File: src/rtl/tt_bus_bridge.sv
// Core-to-TinyTapeout pin bridge: serialises address/data into byte beats
// on the bidirectional pads, free-running or with a 4-phase strobe/ack.
module tt_bus_bridge #(
   parameter int ADDR_W    = 16,
   parameter int DATA_W    = 16,
   parameter int HANDSHAKE = 1,
   parameter int TIMEOUT   = 255
) (
   input  logic              clk,
   input  logic              rst,
   input  logic              core_req,
   input  logic              core_we,
   input  logic [ADDR_W-1:0] core_addr,
   input  logic [DATA_W-1:0] core_wdata,
   output logic              core_ready,
   output logic              core_err,
   output logic [DATA_W-1:0] core_rdata,
   input  logic [7:0]        pin_in,
   output logic [7:0]        pin_out,
   input  logic [7:0]        pio_in,
   output logic [7:0]        pio_out,
   output logic [7:0]        pio_oe
);

   localparam int NA = (ADDR_W + 7) / 8;
   localparam int ND = (DATA_W + 7) / 8;
   localparam int AP = NA * 8;
   localparam int DP = ND * 8;

   localparam logic [1:0] PH_ADDR  = 2'b01;
   localparam logic [1:0] PH_WDATA = 2'b10;
   localparam logic [1:0] PH_RDATA = 2'b11;

   typedef enum logic [2:0] {
      S_IDLE,
      S_ADDR,
      S_WDATA,
      S_RDATA,
      S_ACKLOW,
      S_DONE
   } state_t;

   state_t        state_q, state_d;
   logic [1:0]    ph_q, ph_d;
   logic [1:0]    idx_q, idx_d;
   logic          we_q, we_d;
   logic [AP-1:0] addr_q, addr_d;
   logic [DP-1:0] wdata_q, wdata_d;
   logic [DP-1:0] rbuf_q, rbuf_d;
   logic          err_q, err_d;
   logic [7:0]    cnt_q, cnt_d;

   logic          ext_ack;
   logic          pin_unused;
   logic          last_beat;
   logic          tmo_hit;
   logic [DP-1:0] rd_merge;
   logic [7:0]    addr_byte;
   logic [7:0]    wdata_byte;
   state_t        seq_state;
   logic [1:0]    seq_ph;
   logic [1:0]    seq_idx;
   logic          active;
   logic          strobe;
   logic          drive;

   assign ext_ack    = pin_in[7];
   assign pin_unused = ^pin_in[6:0];

   assign last_beat = (ph_q == PH_ADDR) ? (idx_q == 2'(NA - 1))
                                        : (idx_q == 2'(ND - 1));

   assign tmo_hit = (TIMEOUT != 0) &&
                    (({1'b0, cnt_q} + 9'd1) == 9'(TIMEOUT));

   always_comb begin
      addr_byte  = '0;
      wdata_byte = '0;
      rd_merge   = rbuf_q;
      for (int i = 0; i < NA; i++)
         if (idx_q == 2'(i)) addr_byte = addr_q[i*8 +: 8];
      for (int i = 0; i < ND; i++) begin
         if (idx_q == 2'(i)) begin
            wdata_byte        = wdata_q[i*8 +: 8];
            rd_merge[i*8 +: 8] = pio_in;
         end
      end
   end

   // Where a completed beat leads: next byte, next phase, or DONE.
   always_comb begin
      seq_ph  = ph_q;
      seq_idx = idx_q + 2'd1;
      unique case (1'b1)
         ph_q == PH_ADDR:  seq_state = S_ADDR;
         ph_q == PH_WDATA: seq_state = S_WDATA;
         default:          seq_state = S_RDATA;
      endcase
      if (last_beat) begin
         seq_idx = 2'd0;
         if (ph_q == PH_ADDR) begin
            seq_ph    = we_q ? PH_WDATA : PH_RDATA;
            seq_state = we_q ? S_WDATA : S_RDATA;
         end else begin
            seq_state = S_DONE;
         end
      end
   end

   always_comb begin
      state_d = state_q;
      ph_d    = ph_q;
      idx_d   = idx_q;
      we_d    = we_q;
      addr_d  = addr_q;
      wdata_d = wdata_q;
      rbuf_d  = rbuf_q;
      err_d   = err_q;
      cnt_d   = cnt_q;
      case (state_q)
         S_IDLE: begin
            if (core_req) begin
               state_d = S_ADDR;
               ph_d    = PH_ADDR;
               idx_d   = 2'd0;
               we_d    = core_we;
               addr_d  = AP'(core_addr);
               wdata_d = DP'(core_wdata);
               rbuf_d  = '0;
               err_d   = 1'b0;
               cnt_d   = 8'd0;
            end
         end
         S_ADDR, S_WDATA, S_RDATA: begin
            if (HANDSHAKE == 0 || ext_ack) begin
               if (state_q == S_RDATA) rbuf_d = rd_merge;
               cnt_d = 8'd0;
               if (HANDSHAKE == 0) begin
                  state_d = seq_state;
                  ph_d    = seq_ph;
                  idx_d   = seq_idx;
               end else begin
                  state_d = S_ACKLOW;
               end
            end else if (tmo_hit) begin
               state_d = S_DONE;
               err_d   = 1'b1;
            end else begin
               cnt_d = cnt_q + 8'd1;
            end
         end
         S_ACKLOW: begin
            if (!ext_ack) begin
               state_d = seq_state;
               ph_d    = seq_ph;
               idx_d   = seq_idx;
               cnt_d   = 8'd0;
            end else if (tmo_hit) begin
               state_d = S_DONE;
               err_d   = 1'b1;
            end else begin
               cnt_d = cnt_q + 8'd1;
            end
         end
         S_DONE:  state_d = S_IDLE;
         default: state_d = S_IDLE;
      endcase
   end

   always_ff @(posedge clk or posedge rst) begin
      if (rst) begin
         state_q <= S_IDLE;
         ph_q    <= 2'd0;
         idx_q   <= 2'd0;
         we_q    <= 1'b0;
         addr_q  <= '0;
         wdata_q <= '0;
         rbuf_q  <= '0;
         err_q   <= 1'b0;
         cnt_q   <= 8'd0;
      end else begin
         state_q <= state_d;
         ph_q    <= ph_d;
         idx_q   <= idx_d;
         we_q    <= we_d;
         addr_q  <= addr_d;
         wdata_q <= wdata_d;
         rbuf_q  <= rbuf_d;
         err_q   <= err_d;
         cnt_q   <= cnt_d;
      end
   end

   // ACKLOW keeps the beat on the pads with strobe dropped.
   assign active = (state_q == S_ADDR) || (state_q == S_WDATA) ||
                   (state_q == S_RDATA) || (state_q == S_ACKLOW);
   assign strobe = (state_q == S_ADDR) || (state_q == S_WDATA) ||
                   (state_q == S_RDATA);
   assign drive  = active && (ph_q != PH_RDATA);

   assign pio_oe  = drive ? 8'hFF : 8'h00;
   assign pio_out = !drive ? 8'h00 :
                    (ph_q == PH_ADDR) ? addr_byte : wdata_byte;
   assign pin_out = active ? {1'b1, 1'b0, idx_q, ph_q, we_q, strobe}
                           : 8'h00;

   assign core_ready = (state_q == S_DONE);
   assign core_err   = (state_q == S_DONE) && err_q;
   assign core_rdata = rbuf_q[DATA_W-1:0];

endmodule

File: config.mk
export PLATFORM = sky130hd
export DESIGN_NAME = tt_bus_bridge
export DESIGN_NICKNAME = d
export VERILOG_FILES = /design/src/rtl/tt_bus_bridge.sv
export SDC_FILE = /design/constraint.sdc
export NUM_CORES = 1
export LEC_CHECK = 0
export CAP_MARGIN = 15
export CORE_UTILIZATION = 45
export CTS_CLUSTER_DIAMETER = 100
export DETAILED_ROUTE_END_ITERATION = 8
export GPL_TIMING_DRIVEN = 0
export PLACE_DENSITY_LB_ADDON = 0.08
export SYNTH_ARGS = -nofsm -noshare
export SYNTH_HDL_FRONTEND = slang
export SYNTH_SLANG_ARGS = --single-unit
File: constraint.sdc
create_clock -name clk -period 5.55 [get_ports clk]
set_input_delay 0.555 -clock clk [delete_from_list [all_inputs] [get_ports clk]]
set_output_delay 0.555 -clock clk [all_outputs]
set_load 0.02 [all_outputs]
# Yosys cells after proc, flatten, opt, wreduce, memory -nomap -nowiden
# Index checks and enable logic that the tools add are counted.
# word_totals
output_inout_bits	42
wordCells	94
input_bits	52
register_bits	65
# op_classes
n_reduce_logical	18
mux	43
n_eq_ne	20
add_sub_neg	3
# op_table
op	count
8-bit 2-to-1 mux	14
16-bit 2-to-1 mux	3
16-bit one-hot mux with 2 select lines	1
8-bit one-hot mux with 3 select lines	1
2-bit != test, second input constant	11
3-bit 2-to-1 mux	6
5-bit AND reduction	3
2-bit 2-to-1 mux	7
2-bit one-hot mux with 2 select lines	3
8-bit by 1-bit adder with 9-bit output, second input constant	1
9-bit by 8-bit == test with 1-bit output, second input constant	1
3-bit one-hot mux with 3 select lines	1
8-bit by 1-bit adder with 8-bit output, second input constant	1
3-bit by 2-bit == test with 1-bit output, second input constant	2
3-bit == test, second input constant	2
1-bit 2-to-1 mux	6
2-bit by 1-bit == test with 1-bit output, second input constant	2
2-bit AND reduction	2
4-bit AND reduction	1
2-bit nonzero test	2
3-bit by 1-bit == test with 1-bit output, second input constant	1
3-bit zero test	1
1-bit logical OR	3
1-bit one-hot mux with 3 select lines	1
other kinds (7)	8

# Logic depth before layout (Yosys ltp)
# logic_depth
ltp_word	6
ltp_mapped	6
mapped_depth_nobuf	6

# Worst setup path after synthesis
# OpenSTA, ideal clock, no wires.
# synth_path
path_kind	reg2out
from	register state_q[1]
to	output pio_out[6]
stages_incl_launch_ff	5
required_time_ns	4.995
setup_slack_ns	3.246
arrival_time_ns	1.749
n_path_buf	0
path_cell_list	dfrtp_1 > nor2_1 > xnor2_1 > nand2_1 > nor3b_1
# synth_via
elab_chain_cells	6
word_cells_on_any_way	9
cone_classes	eq/ne: 4; mux: 1; reduce/logical: 4
# synth_rtl
element	line_no	text
start: declaration	43	state_t state_q, state_d;
start signal: assignment	182	state_q <= state_d;
3-bit by 1-bit == test with 1-bit output / 3-bit by 2-bit == test with 1-bit output (equally long branches)	195	assign active = (state_q == S_ADDR) || (state_q == S_WDATA) ||
1-bit logical OR (2 in series)	195	
1-bit logical OR (*)	196	(state_q == S_RDATA) || (state_q == S_ACKLOW);
net active	63	logic active;
1-bit logical AND (*)	199	assign drive = active && (ph_q != PH_RDATA);
8-bit 2-to-1 mux (*)	202	assign pio_out = !drive ? 8'h00 :
end: declaration	21	output logic [7:0] pio_out,
# The timed path passes the listed nets; every way through them passes the cells marked *.

# Worst setup path in the final report
# layout_path
from	register state_q[2]
to	output pio_oe[0]
# layout_via
elab_chain_cells	6
word_cells_on_any_way	9
cone_classes	eq/ne: 4; mux: 1; reduce/logical: 4
# layout_rtl
element	line_no	text
3-bit by 1-bit == test with 1-bit output / 3-bit by 2-bit == test with 1-bit output (equally long branches)	195	
1-bit logical OR (2 in series)	195	
1-bit logical OR (*)	196	
net active	63	
1-bit logical AND (*)	199	
net drive	65	logic drive;
8-bit 2-to-1 mux (*)	201	assign pio_oe = drive ? 8'hFF : 8'h00;
end: declaration	22	output logic [7:0] pio_oe
# Marked as above.

==> flow_results.org <==
** Die
- For this design the top-level I/O count stands at 94.
- Core ar. :: 0.006907 mm^2
- In this run the core area contains 30 standard-cell rows.
- Vert. Die Dim :: 87.03 um
- For this configuration, the core starts out at a cell density of 0.4710.
- X dimension of the die :: 87.03 um
- The die covers 0.007573 mm^2.

** Routing
- After the first detailed-routing iteration, the DRC count stood at 115.
- The detail route stage leaves a number of antenna-violating nets equal to 0.
- In the final routed layout, each cell accounts on average for 15.48 um.
- Via count :: 2,448
- Wires add up to 7338 um.
- Via-to-Cell Ratio :: 5.165
- First-pass DRT Iterations :: 4
- Residual DRC :: 0

** Worst setup path
- Worst reg2reg path depth :: 6
- STA classifies the critical path startpoint as a flip-flop.
- For flop-to-flop paths, the worst setup slack is 3.38 ns.
- The critical path is of the flip-flop to output port type.
- The worst register-to-register path begins at cnt_q[1].
- In this run the critical register-to-register path is captured at cnt_q[1].
- STA classifies the critical path endpoint as an output port.
- Biggest fanout along the worst timing path :: 10
- Required time reported for the critical path endpoint :: 4.99 ns
- Critical path data arrival time :: 2.95 ns

** Synth
- Top cell type by total area after synthesis :: dfrtp_1
- Syn nets :: 331
- Top flip-flop cell by instance count after synthesis :: dfrtp_1
- Synthesized instance count :: 277
- Syn avg cell area :: 11.74 um^2
- After synthesis, the netlist uses 45 different library cells.
- Post-synth top area share :: 0.5000
- The synthesized design contains 65 register bits.
- Counting flops with a built-in enable in the synthesized netlist gives 0.
- Count of synthesis-stage warnings from yosys :: 0
- Synth top area cells :: dfrtp_1, mux2_2, mux2i_1
- For this run, asynchronously set or reset flops after synthesis account for 1.000.
- Summing every instance area after synthesis gives 0.003253 mm^2.
- The share of the Yosys chip area taken by registers is 0.5000.

** Min path
- The tightest min-delay check is of the flip-flop to flip-flop type.
- The worst hold path terminates at err_q.
- Along the worst hold path, the cell count comes to 2.
- The startpoint identified for the worst hold timing path is err_q.

** Run
- Max-capacitance violation count :: 0

** Finish
- Relative to the synthesized area, the layout overhead comes to 36.69%.
- Number of diodes added for antenna fixing :: 0
- Count of nets after finishing :: 427
- Of the cells placed in the final design, the portion with a size suffix greater than 1 is 0.2354.
- The finished cells cover 0.004447 mm^2.
- Counting the fill cells in the layout gives 597.

** GRT
- Across every metal layer, demand over resource in global routing totals 0.2110.
- The via count of the first global-routing pass was 2,444.
- Entering global routing, the biggest net connects 66 pins.
- The first global-routing pass estimated 11,930 um of wire.
- Number of antenna violations at the first check in global routing :: 0
- After global routing the overflow that remains totals 0.

** Power
- Of the total power, combinational logic draws 0.573.
- Total net switching power :: 1.098 mW
- VDD IR-drop max :: 0.0004515 V
- Leak pwr :: 1.877 nW
- The share of total power dissipated in sequential elements is 0.272.
- In this run the power density over the cells is 648.0 mW/mm^2.
- Clk pwr share :: 0.155
- Net switching share of the total power :: 0.3811
- Cell internal power was estimated by the tool at 1.784 mW.

** STA
- Count of final setup violators :: 0
- The count of pins over their slew limit is 0.
- Dividing the final minimum period by the clock period gives 0.6314.
- Peak Freq :: 285.4 MHz
- Setup repair after global routing missed its margin :: false
- Sum of negative setup slack :: 0 ns
- Crit path time final :: 3.504 ns
- Across the routed clock network, the largest skew measured is 0.007738 ns.
- At the pin with the least slew margin, the transition time is 0.8029 ns.
- Final Hold Fails :: 0
- The worst pin sits at a relative slew slack of 0.4647.

** CTS
- The later pin in the worst-skew pair is clocked with a latency of 0.34 ns.
- Clock Sink Count :: 65
- CTS max path bufs :: 2
- TritonCTS built the clock tree.
- CTS buffer count :: 9
- Setup Buffers After CTS :: 0
- Number of resized instances in the post-cts repair step :: 0
- Cts-stage hold buffer count :: 0
- The tree is rooted in a clkbuf_8.
- Clock slew at reported path FFs :: 0.07 ns
- CTS H-tree depth :: 3

** Outcome
- The run finished with clean final reports.

** Place
- Once placement finished, the instance area stood at 0.004227 mm^2.
- The count of buffers added on input and output ports is 85.
- Global placer's final weighted congestion :: 0.7828
- HPWL after detailed placement :: 5212 um
-- power groups by stage --
stage | logic (mW) | clock network, mW | registers [mW]
floorplan | 1.01 | 0 | 0.819
global placement | 1.64 | 0 | 0.785
detailed placement | 1.66 | 0 | 0.793
CTS | 1.67 | 0.459 | 0.785
global route | 1.77 | 0.481 | 0.811
finish | 1.65 | 0.447 | 0.784
-- cell families (layout without fill, tap and decap cells) --
logic type | count (synthesis) | count (layout) | share of synthesized area
buffers and inverters | 29 | 130 | 0.04654
XOR/XNOR | 4 | 4 | 0.01077
AO/OA/AOI/OAI | 46 | 46 | 0.1008
AND/OR/NAND/NOR | 63 | 63 | 0.1038
other | 1 | 1 | 0.001153
multiplexers | 67 | 67 | 0.2292
adder cells (fa/ha/maj) | 2 | 2 | 0.007691
flip-flops | 65 | 65 | 0.5000
-- final cells by class --
| class | count | area, um^2 | area share |
|---|---|---|---|
| inverter | 8 | 32.53 | 0.007316 |
| clock inverter | 5 | 78.83 | 0.01773 |
| multi-input combinational | 183 | 1475 | 0.3317 |
| buffer | 21 | 121.4 | 0.02729 |
| timing repair buffer | 85 | 850.8 | 0.1913 |
| clock buffer | 11 | 141.4 | 0.03180 |
| sequential | 65 | 1627 | 0.3658 |
| tap | 96 | 120.1 | 0.02701 |
-- metal layers --
metal	part of all wire	global-route usage	vias to the layer above	wire length, um
met4	0.0098	0.07879	0	72
met5	0	0	-	0
li1	-	-	1182	-
met3	0.046	0.05592	6	338
met1	0.44	0.2755	1199	3208
met2	0.51	0.3372	61	3719
-- cell usage in the layout (no fill, tap or decap), drive strengths merged, types with 3 or more instances in the layout --
master          n
clkinv          3
nand2b          4
a21oi           8
dfrtp          65
clkbuf         16
buf            16
mux2           50
clkdlybuf4s50  85
nand2          12
o22a            8
and3           10
nand4           4
and2            6
mux2i          16
inv             8
nor3b           3
o21ai          15
nor2           15
-- worst max-delay path: stages, from the launching register on --
cell             delay [ns]
dfrtp_1                0.39
clkbuf_1               0.24
xnor2_1                0.55
nand2_1                0.38
inv_1                  0.30
buf_4                  0.15
clkdlybuf4s50_1        0.59
-- flip-flops by register name (all words and copies together) (netlist names) --
name and flops:
idx_q 2, ph_q 2, state_q 3, cnt_q 8
wdata_q 16, core_rdata 16, err_q 1, we_q 1
addr_q 16
-- stage by stage --
step / utilization / cells / setup slack (ns) / hold WS, ns / power, mW
2_1_floorplan: - / 277 / 3.246 / 0.4509 / 1.828
3_3_place_gp: 0.6116 / 458 / 2.151 / 0.4826 / 2.425
3_5_place_dp: 0.6120 / 458 / 2.419 / 0.4852 / 2.453
4_1_cts: 0.6438 / 474 / 2.002 / 0.4954 / 2.913
5_1_grt: 0.6438 / 474 / 1.778 / 0.5225 / 3.062
6_report: 0.6438 / 474 / 2.046 / 0.4969 / 2.882
-- how the worst max path moves through the flow --
stage                          start          to  slack, ns  depth (start not counted)
after floorplan           state_q[1]  pio_out[6]       3.25                          4
after global placement           rst  wdata_q[2]       2.15                          2
after detailed placement  state_q[2]   pio_oe[0]       2.42                          6
after CTS                 state_q[2]   pio_oe[0]       2.00                          6
after global routing      state_q[2]   pio_oe[2]       1.78                          6
final                     state_q[2]   pio_oe[0]       2.05                          6
-- synth_stat cells, drive strengths merged, types with 2 or more instances --
cell type / instances
o31ai: 2
o22a: 8
nor2: 15
and3: 10
mux2: 50
mux2i: 16
a31oi: 2
nand3: 2
inv: 8
buf: 16
xor2: 2
or2: 2
nand2b: 4
nand4: 4
o21ai: 15
dfrtp: 65
nand2: 12
a21oi: 8
clkbuf: 5
nor3b: 3
and2: 6
nor3: 2
ha: 2
xnor2: 2
(Power assumes the default switching activity.)
